File: src/rtl/mem_port_arbiter_pkg.sv
// Shared encodings for the unified-memory port arbiter.
package mem_port_arbiter_pkg;

    typedef enum logic {
        ARB_IDLE = 1'b0,
        ARB_BUSY = 1'b1
    } arb_state_e;

    typedef enum logic {
        OWN_IF = 1'b0,
        OWN_D  = 1'b1
    } owner_e;

    localparam int unsigned MEM_LAT_MAX = 4;

    // Width needed to hold a value in 0..max_val.
    function automatic int unsigned cnt_width(input int unsigned max_val);
        return $clog2(max_val + 1);
    endfunction

endpackage

File: src/rtl/mem_lat_counter.sv
// Loadable down-counter tracking memory latency; done flags a zero count.
module mem_lat_counter
    import mem_port_arbiter_pkg::*;
#(
    parameter int unsigned MEM_LAT = 1
) (
    input  logic clk,
    input  logic rst,
    input  logic load,
    output logic done
);

    localparam int unsigned CNT_W = $clog2(MEM_LAT) + 1;

    logic [CNT_W-1:0] cnt_q;
    logic [CNT_W-1:0] cnt_d;

    always_comb begin
        cnt_d = cnt_q;
        if (load) begin
            cnt_d = CNT_W'(MEM_LAT - 1);
        end else if (cnt_q != '0) begin
            cnt_d = cnt_q - CNT_W'(1);
        end
    end

    always_ff @(posedge clk or negedge rst) begin
        if (!rst) begin
            cnt_q <= '0;
        end else begin
            cnt_q <= cnt_d;
        end
    end

    assign done = (cnt_q == '0);

endmodule

File: src/rtl/mem_port_arbiter.sv
// Arbitrates fetch and load/store requests onto one fixed-latency memory port.
module mem_port_arbiter
    import mem_port_arbiter_pkg::*;
#(
    parameter int unsigned ADDR_W    = 32,
    parameter int unsigned DATA_W    = 32,
    parameter int unsigned MEM_LAT   = 1,
    parameter int unsigned MAX_D_RUN = 4
) (
    input  logic                  clk,
    input  logic                  rst,
    input  logic                  if_req,
    input  logic [ADDR_W-1:0]     if_addr,
    output logic                  if_gnt,
    output logic                  if_rvalid,
    output logic [DATA_W-1:0]     if_rdata,
    input  logic                  d_req,
    input  logic                  d_we,
    input  logic [ADDR_W-1:0]     d_addr,
    input  logic [DATA_W-1:0]     d_wdata,
    input  logic [DATA_W/8-1:0]   d_be,
    output logic                  d_gnt,
    output logic                  d_rvalid,
    output logic [DATA_W-1:0]     d_rdata,
    output logic                  mem_en,
    output logic                  mem_we,
    output logic [ADDR_W-1:0]     mem_addr,
    output logic [DATA_W-1:0]     mem_wdata,
    output logic [DATA_W/8-1:0]   mem_be,
    input  logic [DATA_W-1:0]     mem_rdata,
    output logic                  busy
);

    localparam int unsigned RUN_W = cnt_width(MAX_D_RUN);

    arb_state_e       state_q, state_d;
    owner_e           owner_q, owner_d;
    logic             we_q, we_d;
    logic [RUN_W-1:0] run_q, run_d;

    logic lat_done;
    logic resp;
    logic can_issue;
    logic fetch_wins;
    logic if_win;
    logic d_win;

    mem_lat_counter #(
        .MEM_LAT (MEM_LAT)
    ) u_lat (
        .clk  (clk),
        .rst  (rst),
        .load (if_win | d_win),
        .done (lat_done)
    );

    // Reset gates issue so every output reads 0 while rst is held low.
    always_comb begin
        resp       = (state_q == ARB_BUSY) && lat_done;
        can_issue  = rst && ((state_q == ARB_IDLE) || resp);
        fetch_wins = if_req && (!d_req || (run_q == RUN_W'(MAX_D_RUN)));
        if_win     = can_issue && fetch_wins;
        d_win      = can_issue && d_req && !fetch_wins;
    end

    // Grant, memory drive and response routing.
    always_comb begin
        if_gnt    = if_win;
        d_gnt     = d_win;
        mem_en    = 1'b0;
        mem_we    = 1'b0;
        mem_addr  = '0;
        mem_wdata = '0;
        mem_be    = '0;
        if (if_win) begin
            mem_en   = 1'b1;
            mem_addr = if_addr;
            mem_be   = '1;
        end else if (d_win) begin
            mem_en    = 1'b1;
            mem_we    = d_we;
            mem_addr  = d_addr;
            mem_wdata = d_wdata;
            mem_be    = d_be;
        end
        if_rvalid = resp && (owner_q == OWN_IF);
        d_rvalid  = resp && (owner_q == OWN_D);
        if_rdata  = if_rvalid ? mem_rdata : '0;
        d_rdata   = (d_rvalid && !we_q) ? mem_rdata : '0;
        busy      = (state_q == ARB_BUSY);
    end

    // Next state, ownership and data-run tracking.
    always_comb begin
        state_d = state_q;
        owner_d = owner_q;
        we_d    = we_q;
        run_d   = run_q;
        if (if_win) begin
            state_d = ARB_BUSY;
            owner_d = OWN_IF;
            we_d    = 1'b0;
        end else if (d_win) begin
            state_d = ARB_BUSY;
            owner_d = OWN_D;
            we_d    = d_we;
        end else if (resp) begin
            state_d = ARB_IDLE;
        end
        if (!if_req || if_win) begin
            run_d = '0;
        end else if (d_win && (run_q != RUN_W'(MAX_D_RUN))) begin
            run_d = run_q + RUN_W'(1);
        end
    end

    always_ff @(posedge clk or negedge rst) begin
        if (!rst) begin
            state_q <= ARB_IDLE;
            owner_q <= OWN_IF;
            we_q    <= 1'b0;
            run_q   <= '0;
        end else begin
            state_q <= state_d;
            owner_q <= owner_d;
            we_q    <= we_d;
            run_q   <= run_d;
        end
    end

endmodule
File: config.mk
export PLATFORM = sky130hd
export DESIGN_NAME = mem_port_arbiter
export DESIGN_NICKNAME = d
export VERILOG_FILES = /design/src/rtl/mem_port_arbiter_pkg.sv /design/src/rtl/mem_lat_counter.sv /design/src/rtl/mem_port_arbiter.sv
export SDC_FILE = /design/constraint.sdc
export NUM_CORES = 1
export LEC_CHECK = 0
export ABC_CLOCK_PERIOD_IN_PS = 1900
export CAP_MARGIN = 20
export CORE_AREA = 2 2 106 108
export DETAILED_ROUTE_END_ITERATION = 10
export DIE_AREA = 0 0 108 110
export PLACE_DENSITY_LB_ADDON = 0.25
export SYNTH_ARGS = -nofsm -noshare
export SYNTH_HDL_FRONTEND = slang
export SYNTH_SLANG_ARGS = --single-unit
File: constraint.sdc
create_clock -name clk -period 1.9 [get_ports clk]
set_input_delay 0.38 -clock clk [delete_from_list [all_inputs] [get_ports clk]]
set_output_delay 0.38 -clock clk [all_outputs]
set_load 0.05 [all_outputs]
# == Word level (Yosys, flattened, before mapping) ==
# Cells that the tools add are included.
# W data, S select, Z words.
# word_totals
regBits,7
input_bits,137
output_inout_bits,139
word_cells,56
# classes
add_sub_neg,2
n_eq_ne,2
mux,23
bitwise,4
reduce_logical,20
# op_table
cell,count
$mux W32,6
$mux W1,13
$logic_and A1 B1 Y1,10
$mux W4,2
$mux W3,2
$logic_not A1 Y1,4
$reduce_bool A2 Y1,2
$add A3 B1 Y3 const B,1
$eq A3 B3 Y1 const B,1
$logic_or A1 B1 Y1,3
$ne A3 B3 Y1 const B,1
$not A1 Y1,3
$reduce_bool A3 Y1,1
$or A1 B1 Y1,1
$sub A1 B1 Y1 const B,1

# == Depth between registers and ports, before layout ==
# Gate-level depths: netlist of the first run.
# logic_depth
depth_word,9
mapped_depth,7
ltp_nobuf,5

# == Modules after synthesis ==
# From an unflattened synthesis of the first run, not the netlist that was laid out.
# unflattened
hier_cells,280
area_unflattened_um2,1886.8
# by_module_without_submodules
mod,instances,cells_per_inst,area_each_um2,seq_area_each_um2
mem_port_arbiter,1,278,1875.5,150.1
mem_lat_counter,1,2,11.3,0.0

# == Least setup slack after synthesis of the first run ==
# OpenSTA, ideal clock, no wires.
# synth_path
kind,reg2out
from,"register state_q, in the netlist busy"
to,output if_rdata[22]
arrival_ps,2039
required_time_ps,1520
setup_slack_ps,-519
stages_incl_launch_ff,4
path_buffers,1
cell_sequence,dfrtp_1 -> nor2b_1 -> clkbuf_1 -> and2_1
# synth_between
elab_chain_len,3
# synth_rtl
item,line,rtl
from (decl),mem_port_arbiter.sv:36,"arb_state_e state_q, state_d;"
from (signal assigned),mem_port_arbiter.sv:124,state_q <= state_d;
$logic_and A1 B1 Y1,mem_port_arbiter.sv:59,resp = (state_q == ARB_BUSY) && lat_done;
$logic_and A1 B1 Y1,mem_port_arbiter.sv:86,if_rvalid = resp && (owner_q == OWN_IF);
via if_rvalid,mem_port_arbiter.sv:15,"output logic if_rvalid,"
$mux W32,mem_port_arbiter.sv:88,if_rdata = if_rvalid ? mem_rdata : '0;
to (decl),mem_port_arbiter.sv:16,"output logic [DATA_W-1:0] if_rdata,"
# The timed path passes the listed nets, and every way through them passes these cells.

# == Worst setup path in the final report of the first run ==
# layout_path
from,register run_q[0]
to,output mem_addr[21]
# layout_between
elab_chain_len,7
word_cells_on_any_way,8
cone_classes,eq/ne: 1; mux: 2; reduce/logical: 5
# layout_rtl
item,line,rtl
from (decl),mem_port_arbiter.sv:39,"logic [RUN_W-1:0] run_q, run_d;"
from (signal assigned),mem_port_arbiter.sv:127,run_q <= run_d;
$eq A3 B3 Y1 *,mem_port_arbiter.sv:61,fetch_wins = if_req && (!d_req || (run_q == RUN_W'(MAX_D_RUN)));
$logic_or A1 B1 Y1 *,mem_port_arbiter.sv:61,
$logic_and A1 B1 Y1 *,mem_port_arbiter.sv:61,
$logic_not A1 Y1,mem_port_arbiter.sv:63,d_win = can_issue && d_req && !fetch_wins;
$logic_and A1 B1 Y1,mem_port_arbiter.sv:63,
$mux W32,mem_port_arbiter.sv:79,end else if (d_win) begin
$mux W32 *,mem_port_arbiter.sv:75,if (if_win) begin
to (decl),mem_port_arbiter.sv:27,"output logic [ADDR_W-1:0] mem_addr,"
# Mark *: on every way between the ends. The rest lies on a longest branch, timed or not.

==> flow_metrics.py, run 1 <==
metrics = {
    "pwr": {
        "cellPowerDensity_nw_per_um2": 361,
        "clock_power_share_pct": 9.2,
        "pwr-share-comb_pct": 84.6,
        "swShare_pct": 43.0,
        "p_sw_w": 0.000992,
        "p_seq_share_pct": 6.1,
        "p_int_w": 0.00132,
        "vdd_drop_max_mv": 0.191,
        "p_leak_nw": 2.79,
    },
    "timing": {
        "slew_violations": 0,
        "maxSlewHeadroom_pct": 81.0,
        "worstMarginPinSlew_ns": 0.284,
        "rsz0062_at_grt": "true",
        "setup_slack_ns": -0.239,
        "min_period_ns": 2.14,
        "fin_crit_sh_pct": 113,
        "final.setup_skew_ns": 0.00602,
        "max_clock_freq_mhz": 467,
        "hold_viol": 0,
        "setup_viol": 71,
    },
    "global_route": {
        "grt_max_degree": 34,
        "grt_pass1_wl_microns": 15700,
        "grt_remaining_overflow": 0,
        "grt_antenna_before_repair": 0,
        "met2_usage_pct": 35.4,
        "grt_usage_pct": 17.6,
        "grt.busiest_layer": "met2",
        "grt_pass1_vias": 2662,
        "grtUsageMet3_pct": 5.00,
        "gr-usage-met1_pct": 16.9,
    },
    "cts": {
        "cts_buffers": 3,
        "clock_path_buffers": 2,
        "clk_latency_ns": 0.23,
        "root_buffer": "clkbuf_8",
        "cts.sinks": 6,
        "cts_tree": "done",
        "htree_levels": 1,
        "cts.reportedPaths.clkPinSlew_ns": 0.04,
    },
    "placed_design": {
        "dpl_worst_slack_ns": -0.348,
        "post_dp_cell_area_sq_um": 5820,
        "dp_hpwl_microns": 9410,
        "gp_congestion": 0.749,
        "portBuffers": 275,
    },
    "worst_setup_path": {
        "critPathTopFamily": "buffers and inverters",
        "rrSetupSlack_ns": 0.50,
        "slowest_delay_ns": 0.38,
        "path_class": "reg2out",
        "critPathMaxFanout": 11,
        "path_buf_inv": 5,
        "critPathRequiredTime_ns": 1.52,
        "crit_path_cell_trace": "inv_2, ha_4, buf_6, a31oi_4, buf_6, clkbuf_16, a22o_4, buf_12",
        "cpMostUsedCell": "buf_6",
        "cp-end-kind": "output port",
        "start_kind": "flop",
        "worstPathArrival_ns": 1.76,
        "cpMaxStageDelayCell": "dfrtp_1",
    },
    "yosys": {
        "ys_types": 24,
        "synth-async-reset-ratio_pct": 100,
        "ys_warn_count": 0,
        "netlist_instances": 189,
        "yosys-top-cells-area": "and2_1 (30%), a22o_1 (20%), and3_1 (14%)",
        "synth-main-ff-cell": "dfrtp_1",
        "ys_seq_elements": 6,
        "ys_seq_area_share_pct": 10.8,
        "yosysTopAreaCell": "and2_1",
        "synth_edf_count": 0,
        "synth_top_area_share_pct": 30.1,
        "syn_area_sq_um": 1390,
        "synthesis.nets": 328,
        "avgSynthCellArea_sq_um": 7.36,
    },
    "finish": {
        "final_common_cell": "buf_12",
        "fill_cells": 869,
        "most-common-layout-cells": "buf_12 (142), clkdlybuf4s50_1 (133), and2_4 (33)",
        "nets": 618,
        "syn2layout_area_growth_pct": 360,
        "drive_gt1_share_pct": 55.9,
        "final_area_sq_um": 6400,
        "diodes": 0,
    },
    "floorplanning": {
        "num_io_pins": 276,
        "core_sq_um": 10700,
        "start_util_pct": 13.0,
        "rows": 38,
        "die_h_microns": 110,
        "die_area_sq_um": 11900,
        "die_x_microns": 108,
    },
    "status": {
        "violations": "negative setup slack",
        "status": "finished, violations left",
    },
    "detailed_routing": {
        "wirelength_microns": 11400,
        "drt_iter0_drc": 66,
        "via_per_inst": 4.18,
        "drc": 0,
        "routed-via-count": 2584,
        "drt_pass1_iterations": 4,
        "routedWlPerCell_microns": 18.4,
        "postRouteAntennaNets": 0,
    },
    "worst_hold_path": {
        "hold_class": "in2async",
    },
    "job": {
        "drv_cap": 0,
    },
}
-- sequential cells by signal, indices dropped and copies added, names as in the netlist --
| signal | cells |
|---|---|
| owner_q | 1 |
| run_q | 3 |
| busy | 1 |
| we_q | 1 |
-- power groups by stage --
stage               registers [W]  logic [W]  clock network, W
global route             0.000142    0.00202          0.000227
finish                   0.000142    0.00195          0.000213
floorplan                0.000147   0.000760                 0
global placement         0.000143    0.00181                 0
CTS                      0.000142    0.00194          0.000216
detailed placement       0.000143    0.00182                 0
-- kinds of logic (layout without fill, tap and decap cells) --
| group | count (synthesis) | count (layout) | share of synthesized area [%] |
|---|---|---|---|
| flip-flops | 6 | 6 | 10.8 |
| AO/OA/AOI/OAI | 44 | 44 | 27.4 |
| AND/OR/NAND/NOR | 113 | 113 | 49.5 |
| adder cells (fa/ha/maj) | 2 | 2 | 1.80 |
| buffers and inverters | 24 | 313 | 10.4 |
-- final cells by class --
type | count | area [sq um] | share of cell area, %
timing repair buffer | 306 | 4520 | 70.6
multi-input combinational | 159 | 1500 | 23.4
tap | 140 | 175 | 2.74
sequential | 6 | 151 | 2.37
clock buffer | 4 | 45.0 | 0.704
inverter | 3 | 11.3 | 0.176
-- per-layer routing --
| metal | share of wire (%) | up-vias | wire length (microns) |
|---|---|---|---|
| met5 | 0 | - | 0 |
| met4 | 3.0 | 0 | 343 |
| met3 | 9.6 | 14 | 1090 |
| met2 | 56 | 166 | 6360 |
| met1 | 31 | 1154 | 3570 |
| li1 | - | 1250 | - |
-- Yosys cell counts (all sizes together) (2+ instances only) --
cell and n:
dfrtp 6, o21a 2, nor2b 2, ha 2, a22o 32, nor2 3, nand2 3, nand3 2
nand2b 2, buf 10, clkbuf 11, a21o 4, inv 3, and2 67, a21boi 3, and3 32
-- path summary, 6_finish.rpt --
| path | from | endpoint | cells after the start |
|---|---|---|---|
| hold / removal | rst | run_q[2]$_DFFE_PN0P_ | 2 |
| max in group asynchronous | rst | busy$_DFFE_PN0P_ | 2 |
| min in group clk | owner_q$_DFFE_PN0P_ | owner_q$_DFFE_PN0P_ | 2 |
| setup reg to reg | run_q[0]$_DFFE_PN0P_ | we_q$_DFFE_PN0P_ | 7 |
| setup / recovery | run_q[0]$_DFFE_PN0P_ | mem_addr[21] | 8 |
| hold reg to reg | owner_q$_DFFE_PN0P_ | owner_q$_DFFE_PN0P_ | 2 |
-- repair_timing --
| item | CTS | global route |
|---|---|---|
| endpoints found under the setup margin | 71 | 99 |
| hold buffers | 0 | 0 |
| gates resized for setup | 70 | 13 |
| setup buffers | 7 | 4 |
| gates cloned | 3 | 2 |
| endpoints found under the hold margin | 0 | 0 |
| pin swaps | 2 | 10 |
-- metrics by stage --
stage	setup TNS (ns)	cells	hold WS (ns)	total power (W)	utilization (%)
CTS	-14.73	614	0.276	0.00230	58.8
global route	-17.20	618	0.308	0.00239	59.8
floorplan	0	189	0.0844	0.000907	-
finish	-14.51	618	0.284	0.00231	59.8
global placement	-19.81	600	0.544	0.00195	54.4
detailed placement	-20.24	600	0.547	0.00197	54.4
Note: power is estimated with default switching activity, not from simulation.
==> run 2, diff against run 1 <==
--- a/config.mk
+++ b/config.mk
@@ -10,6 +10,7 @@
 export CORE_AREA = 2 2 106 108
 export DETAILED_ROUTE_END_ITERATION = 10
 export DIE_AREA = 0 0 108 110
+export HOLD_SLACK_MARGIN = 0.15
 export PLACE_DENSITY_LB_ADDON = 0.25
 export SYNTH_ARGS = -nofsm -noshare
 export SYNTH_HDL_FRONTEND = slang
==> results of run 2 <==
The final DEF is identical to that of run 1; final timing and power are the same.
